<file path="config.mk">
export PLATFORM = sky130hd
export DESIGN_NAME = byte_pack_register
export DESIGN_NICKNAME = d
export VERILOG_FILES = /design/src/rtl/byte_pack_pkg.sv /design/src/rtl/byte_pack_counter.sv /design/src/rtl/byte_pack_register.sv
export SDC_FILE = /design/constraint.sdc
export NUM_CORES = 1
export LEC_CHECK = 0
export CORE_UTILIZATION = 46
export CTS_CLUSTER_DIAMETER = 40
export DETAILED_ROUTE_END_ITERATION = 10
export PLACE_DENSITY_LB_ADDON = 0.25
export SLEW_MARGIN = 20
export SYNTH_ARGS = -nofsm -noshare
export SYNTH_HDL_FRONTEND = slang
export SYNTH_SLANG_ARGS = --single-unit
</file>
<file path="constraint.sdc">
create_clock -name clk -period 1.86 [get_ports clk]
set_clock_uncertainty 0.2 [all_clocks]
set_input_delay 0.279 -clock clk [delete_from_list [all_inputs] [get_ports clk]]
set_output_delay 0.279 -clock clk [all_outputs]
set_load 0.02 [all_outputs]
</file>
<file path="src/rtl/byte_pack_pkg.sv">
// Shared FunSel operation encoding for the byte pack register.
package byte_pack_pkg;

  typedef enum logic [2:0] {
    FS_SEXT     = 3'b000,
    FS_ZEXT     = 3'b001,
    FS_SHL      = 3'b010,
    FS_SHR      = 3'b011,
    FS_PACK_LSB = 3'b100,
    FS_PACK_MSB = 3'b101,
    FS_ABORT    = 3'b110,
    FS_CLR      = 3'b111
  } fun_sel_e;

  function automatic logic is_pack(input fun_sel_e fs);
    return (fs == FS_PACK_LSB) || (fs == FS_PACK_MSB);
  endfunction

endpackage

</file>
<file path="src/rtl/byte_pack_counter.sv">
// Lane counter and word-completion detect with the out_valid/out_ready handshake.
module byte_pack_counter #(
  parameter int WORD_BYTES = 4
) (
  input  logic                        clk,
  input  logic                        rst,
  input  logic                        accept_i,
  input  logic                        clear_i,
  input  logic                        out_ready_i,
  output logic                        in_ready_o,
  output logic                        out_valid_o,
  output logic [$clog2(WORD_BYTES):0] cnt_o
);

  localparam int CNT_W = $clog2(WORD_BYTES) + 1;
  localparam logic [CNT_W-1:0] LAST = CNT_W'(WORD_BYTES - 1);

  logic [CNT_W-1:0] cnt_q, cnt_d;
  logic             valid_q, valid_d;

  assign in_ready_o = !(valid_q && !out_ready_i);

  always_comb begin
    cnt_d   = cnt_q;
    valid_d = valid_q;
    if (valid_q && out_ready_i) valid_d = 1'b0;
    if (clear_i) begin
      cnt_d   = '0;
      valid_d = 1'b0;
    end else if (accept_i) begin
      // the completing byte re-arms the count in the same update
      if (cnt_q == LAST) begin
        cnt_d   = '0;
        valid_d = 1'b1;
      end else begin
        cnt_d = cnt_q + CNT_W'(1);
      end
    end
  end

  always_ff @(posedge clk or posedge rst) begin
    if (rst) begin
      cnt_q   <= '0;
      valid_q <= 1'b0;
    end else begin
      cnt_q   <= cnt_d;
      valid_q <= valid_d;
    end
  end

  assign out_valid_o = valid_q;
  assign cnt_o       = cnt_q;

endmodule

</file>
<file path="src/rtl/byte_pack_register.sv">
// Byte load/shift/pack register with a ready/valid word output.
// Optional BYTE_PACK_PARITY_EN adds a registered even-parity output of Q.
module byte_pack_register
  import byte_pack_pkg::*;
#(
  parameter int DATA_W     = 8,
  parameter int WORD_BYTES = 4
) (
  input  logic                          clk,
  input  logic                          rst,
  input  logic                          E,
  input  logic [2:0]                    FunSel,
  input  logic [DATA_W-1:0]             I,
  output logic                          in_ready,
  input  logic                          out_ready,
  output logic                          out_valid,
  output logic [DATA_W*WORD_BYTES-1:0]  Q,
  output logic [$clog2(WORD_BYTES):0]   cnt
`ifdef BYTE_PACK_PARITY_EN
  ,
  output logic                          out_parity
`endif
);

  localparam int WORD_W = DATA_W * WORD_BYTES;

  fun_sel_e fs;
  logic     pack_op, accept, clear;

  assign fs      = fun_sel_e'(FunSel);
  assign pack_op = is_pack(fs);
  assign accept  = E && pack_op && in_ready;
  assign clear   = E && !pack_op;

  logic [WORD_W-1:0] q_q, q_d, shl_w, shr_w;

  assign shl_w = {q_q[WORD_W-DATA_W-1:0], I};
  assign shr_w = {I, q_q[WORD_W-1:DATA_W]};

  always_comb begin
    q_d = q_q;
    if (E) begin
      case (fs)
        FS_SEXT:     q_d = {{(WORD_W-DATA_W){I[DATA_W-1]}}, I};
        FS_ZEXT:     q_d = {{(WORD_W-DATA_W){1'b0}}, I};
        FS_SHL:      q_d = shl_w;
        FS_SHR:      q_d = shr_w;
        FS_PACK_LSB: if (in_ready) q_d = shr_w;
        FS_PACK_MSB: if (in_ready) q_d = shl_w;
        FS_CLR:      q_d = '0;
        default:     q_d = q_q;
      endcase
    end
  end

  always_ff @(posedge clk or posedge rst) begin
    if (rst) q_q <= '0;
    else     q_q <= q_d;
  end

  assign Q = q_q;

  byte_pack_counter #(
    .WORD_BYTES (WORD_BYTES)
  ) u_counter (
    .clk         (clk),
    .rst         (rst),
    .accept_i    (accept),
    .clear_i     (clear),
    .out_ready_i (out_ready),
    .in_ready_o  (in_ready),
    .out_valid_o (out_valid),
    .cnt_o       (cnt)
  );

`ifdef BYTE_PACK_PARITY_EN
  logic parity_q;

  always_ff @(posedge clk or posedge rst) begin
    if (rst) parity_q <= 1'b0;
    else     parity_q <= ^q_d;
  end

  assign out_parity = parity_q;
`endif

endmodule

</file>
---- Word level (Yosys, flattened, before mapping) ----
Index checks and enable logic that the tools add are counted.
operators by class
  reductions and logical operators ........ 13
  add/subtract/negate cells ............... 1
  muxes and demuxes ....................... 10
  equal/unequal tests ..................... 9
operators by type and width
  operator                                              number
  case mux 32 bit (7 select lines)                      1
  two-way mux 32 bit                                    2
  equality test 3 x 2 -> 1 bit (second input constant)  3
  equality test 3 bit (second input constant)           3
  two-way mux 3 bit                                     3
  nonzero test 7 bit                                    1
  logical AND 1 bit                                     5
  two-way mux 1 bit                                     4
  != test 2 bit (second input constant)                 2
  AND reduction 4 bit                                   1
  adder 3 x 1 -> 3 bit (second input constant)          1
  equality test 3 x 1 -> 1 bit (second input constant)  1
  zero test 1 bit                                       3
  zero test 3 bit                                       1
  nonzero test 2 bit                                    1
  logical OR 1 bit                                      1
storage, ports and cells
  input bits .............................. 15
  output and inout bits ................... 37
  word-level logic and storage cells ...... 36
  register bits after elaboration ......... 36

---- Depth between registers and ports, before layout ----
  depth in word-level cells ............... 6
  depth in mapped cells ................... 7
  mapped depth without buffers ............ 5

---- Modules after synthesis ----
From an unflattened synthesis, not the netlist that was laid out.
unflattened totals
  cell total of the unflattened synthesis .. 196
  area, all modules ....................... 1921.8 um^2
by module, submodules not included
  module              cells each  instances  area each (um^2)
  byte_pack_register  178         1          1732.9
  byte_pack_counter   18          1          188.9

---- Worst setup path before layout ----
OpenSTA, ideal clock, no wires.
  kind .................................... flip-flop to flip-flop
  from .................................... register u_counter.valid_q, in the netlist u_counter.out_valid_o
  to ...................................... register q_q[31], in the netlist Q[31]
  arrival ................................. 1.407 ns
  slack ................................... 0.121 ns
  data required time ...................... 1.528 ns
  path buffers ............................ 2
  cell stages (with the launch flop) ...... 8
  cell sequence ........................... dfrtp_1 > nor2b_2 > inv_2 > o211a_1 > buf_4 > buf_4 > nor2_1 > nor2_1
on the way
  longest elaborated chain between the ends .. 3
  elaborated cells on any way between the ends .. 4
  classes of those cells .................. 2 x eq/ne; 2 x reduce/logical
RTL lines
  element                                   line                      text
  from (decl)                               byte_pack_counter.sv:19   logic valid_q, valid_d;
  from (signal assigned)                    byte_pack_counter.sv:47   valid_q <= valid_d;
  logical AND 1 bit (*)                     byte_pack_counter.sv:21   assign in_ready_o = !(valid_q && !out_ready_i);
  != test 2 bit (no source line)            n/a
  AND reduction 4 bit (no source line) (*)  n/a
  to (signal assigned)                      byte_pack_register.sv:58  else q_q <= q_d;
  to (decl)                                 byte_pack_register.sv:35  logic [WORD_W-1:0] q_q, q_d, shl_w, shr_w;
Every way passes the cells marked *; elsewhere a longest branch is shown, timed or not.
A chain may end at the register's enable or synchronous reset.

---- Worst setup path after layout ----
  from .................................... input port FunSel[1]
  to ...................................... register q_q[3], in the netlist Q[3]
on the way
  longest elaborated chain between the ends .. 3
  elaborated cells on any way between the ends .. 12
  classes of those cells .................. 8 x eq/ne; 1 x mux; 3 x reduce/logical
RTL lines
  element                                                                      line                      text
  from (decl)                                                                  byte_pack_register.sv:12  input logic [2:0] FunSel,
  equality test 3 bit (tied with other cells)                                  byte_pack_register.sv:43  case (fs)
  nonzero test 7 bit (no source line) / != test 2 bit (equally long branches)  n/a
  AND reduction 4 bit (no source line)                                         n/a
Several ways; a longest one is shown, not always the timed one.

==> results.md <==
* DR vias/cell at 5.84
* Remaining DRCs at 0
* Crit share post-route at 0.985
* Area delta synth->final at 35.7%
* Filler cells at around 460
* CTS Buf Count at 5
* Highest clock rate at 546 MHz
* Leading area contributor after synthesis: dfrtp_1
* Fin util at 0.666
* Mapped Avg Cell Area at ~9.1 um^2
* Slew HR at 0.763
* Fin cells at between 400 and 500
* Pins over their slew limit at 0
* Max-cap viol count at 0
* WL final at 7360 um
* Final Hold Fails at 0
* Drt pass-1 iters at 4
* Critical-path cell with the highest stage delay: clkdlybuf4s50_1
* Grt total ovfl at 0
* Initial Util at 0.491
* Critical path arrival at ~1800 ps
* Clock transition at path regs at roughly 80 ps
* Status: finished clean
* Synth Cell Area at between 0.002 and 0.003 mm^2
* CTS tree: built
* Final Hold Slack at between 100 and 150 ps
* CP Data Required Time at 1840 ps
* Worst Tran Pin Value at between 300 and 400 ps
* Fin area at 0.00351 mm^2
* Synth area leaders: dfrtp_1 35%, a21oi_1 6.0%, o221ai_2 5.8%
* Setup violations, final at 0
* Pin count of the biggest net entering global routing at 37
* Hold buffers post-CTS at 0
* P_leak at about 1.5 nW
* Worst path cell trace: clkdlybuf4s50_1, nand2b_1, buf_4, o22ai_4, buf_12, a221oi_1, nor2_1
* # IOs at 52
* Startpoint types: primary input
* Clk Latency, worst-skew pair at 290 ps
* Most frequent cells in the layout: 39 x nand2_1, 38 x clkdlybuf4s50_1, 36 x dfrtp_1, 36 x buf_4, 31 x a21oi_1
* Port bufs at just over 50
* Vias in the first global route at about 2300
* Top fanout value on the critical path at 8
* Yosys warning total at 0
* Hold WC Path Type: primary input to asynchronous set/reset pin
* Top delay family on crit path: buffers and inverters
* # clock sinks at 36
* DR WL/cell at about 17 um
* Post-synth top area share at 0.348
* RSZ-0062 raised after global routing: no
* Critical path class: primary input to register
* Root buffer cell: clkbuf_8
* Via count at ~2500
* Syn Nets at between 200 and 300
* Die area at between 0.005 and 0.006 mm^2
* Cell Pwr Density at approximately 730 mW/mm^2
* Min Clock Period, post-route at ~1800 ps
* Htree depth at 2
* Final #Nets at 371
* DRT iter0 DRCs at 231
* Total negative slack at 0 ps
* Setup Fix Bufs, Post-CTS at 0
* Hpwl dp at 5160 um
* Most common cell after layout, fill and taps aside: nand2_1
* VDD IR max at 0.432 mV
* Cell Area, Placed at 0.00339 mm^2
* Synth Instances at roughly 280
* Die H at 77.0 um
* Remaining antenna violation count at 0
* Routability cong. at around 0.85
* Global-route wire length before repair at 11900 um
* Layout cells sized above 1 at 0.242
* Post-synthesis register bit count at 36
* Worst path max stage delay at ~500 ps
* Core Region at 0.00527 mm^2
* Initial antenna violation count at 0
* Seq/Total Area, Yosys at 0.348
* Total track usage at 0.256
* CP bufs+invs at 3
* Distinct cells, synth at 47
* Placed cell count at around 420
* Maximum clock path buffer count at 2
* DIE WIDTH at roughly 77 um
* CP endpoint kind: register
* Post_cts resized at 8
* Rows at 26
* Antenna cells at 0
-- kinds of logic after synthesis --
group,Yosys count,share of synthesized area
AOI/OAI and AO/OA,103,0.328
adders and majority gates,1,0.00484
buffers and inverters,35,0.0934
DFF,36,0.348
muxes,16,0.0639
and+or+nand+nor,92,0.161
-- report_power, final --
group | switching [mW] | internal, mW
combinational | 0.514 | 0.457
sequential | 0.131 | 0.888
clock | 0.308 | 0.267
total | 0.954 | 1.61
-- worst reg2reg max path, stage by stage (launching register included) --
cell	delay, ps
dfrtp_1	340
nor2b_2	170
inv_2	80
o211ai_4	270
buf_4	230
a21oi_1	60
a21oi_1	190
-- worst paths after layout --
kind / startpoint / end / slack, ps / cells after the start
max in group asynchronous: rst / Q[27] / 1130 / 3
min reg2reg: u_counter.cnt_o[1] / u_counter.cnt_o[1] / 330 / 1
max: FunSel[1] / Q[3] / 30 / 7
min in group clk: u_counter.cnt_o[1] / u_counter.cnt_o[1] / 330 / 1
max reg2reg: u_counter.out_valid_o / Q[29] / 240 / 6
min: rst / u_counter.cnt_o[1] / 130 / 3
-- registers in the layout, indices dropped and copies added, names as in the netlist --
| register | cells |
|---|---|
| Q | 32 |
| u_counter.cnt_o | 3 |
| u_counter.out_valid_o | 1 |
-- stage by stage --
stage	power [mW]	worst slack, ps
after floorplan	1.56	121
after global placement	1.99	-244
after detailed placement	2.00	-249
after CTS	2.56	26.7
after global routing	2.70	2.57
final	2.57	28.3
-- cell usage after synthesis, drive strengths merged --
| cell type | instances |
|---|---|
| a32o | 1 |
| a2111oi | 1 |
| clkbuf | 3 |
| inv | 4 |
| or2 | 1 |
| ha | 1 |
| mux2 | 1 |
| o2bb2ai | 7 |
| nand3b | 1 |
| a211oi | 7 |
| nor2b | 5 |
| o211a | 1 |
| nand3 | 1 |
| nor3 | 1 |
| buf | 28 |
| o211ai | 1 |
| a221oi | 9 |
| a22oi | 1 |
| a32oi | 1 |
| a21boi | 1 |
| a21oi | 31 |
| a311o | 8 |
| mux2i | 15 |
| dfrtp | 36 |
| nand2 | 40 |
| o22ai | 3 |
| o21ai | 16 |
| o221ai | 14 |
| nand2b | 12 |
| nor2 | 29 |
| and2 | 1 |
| a31oi | 1 |
| nand4b | 1 |
-- cell type report --
cell class,instances,area (um^2),area share
clock buffer,6,72.6,0.0207
timing repair buffer,96,947,0.270
sequential,36,901,0.257
tap,70,87.6,0.0250
inverter,4,15.0,0.00428
multi-input combinational,212,1470,0.419
clock inverter,2,16.3,0.00463
-- per-layer routing --
metal  routed length [um]  up-vias  track usage
met3                  588        8       0.0571
met2                 3210      121        0.357
met5                    0        -            0
li1                     -     1181            -
met4                   74        0       0.0660
met1                 3490     1178        0.393
Note: power is estimated with default switching activity, not from simulation.
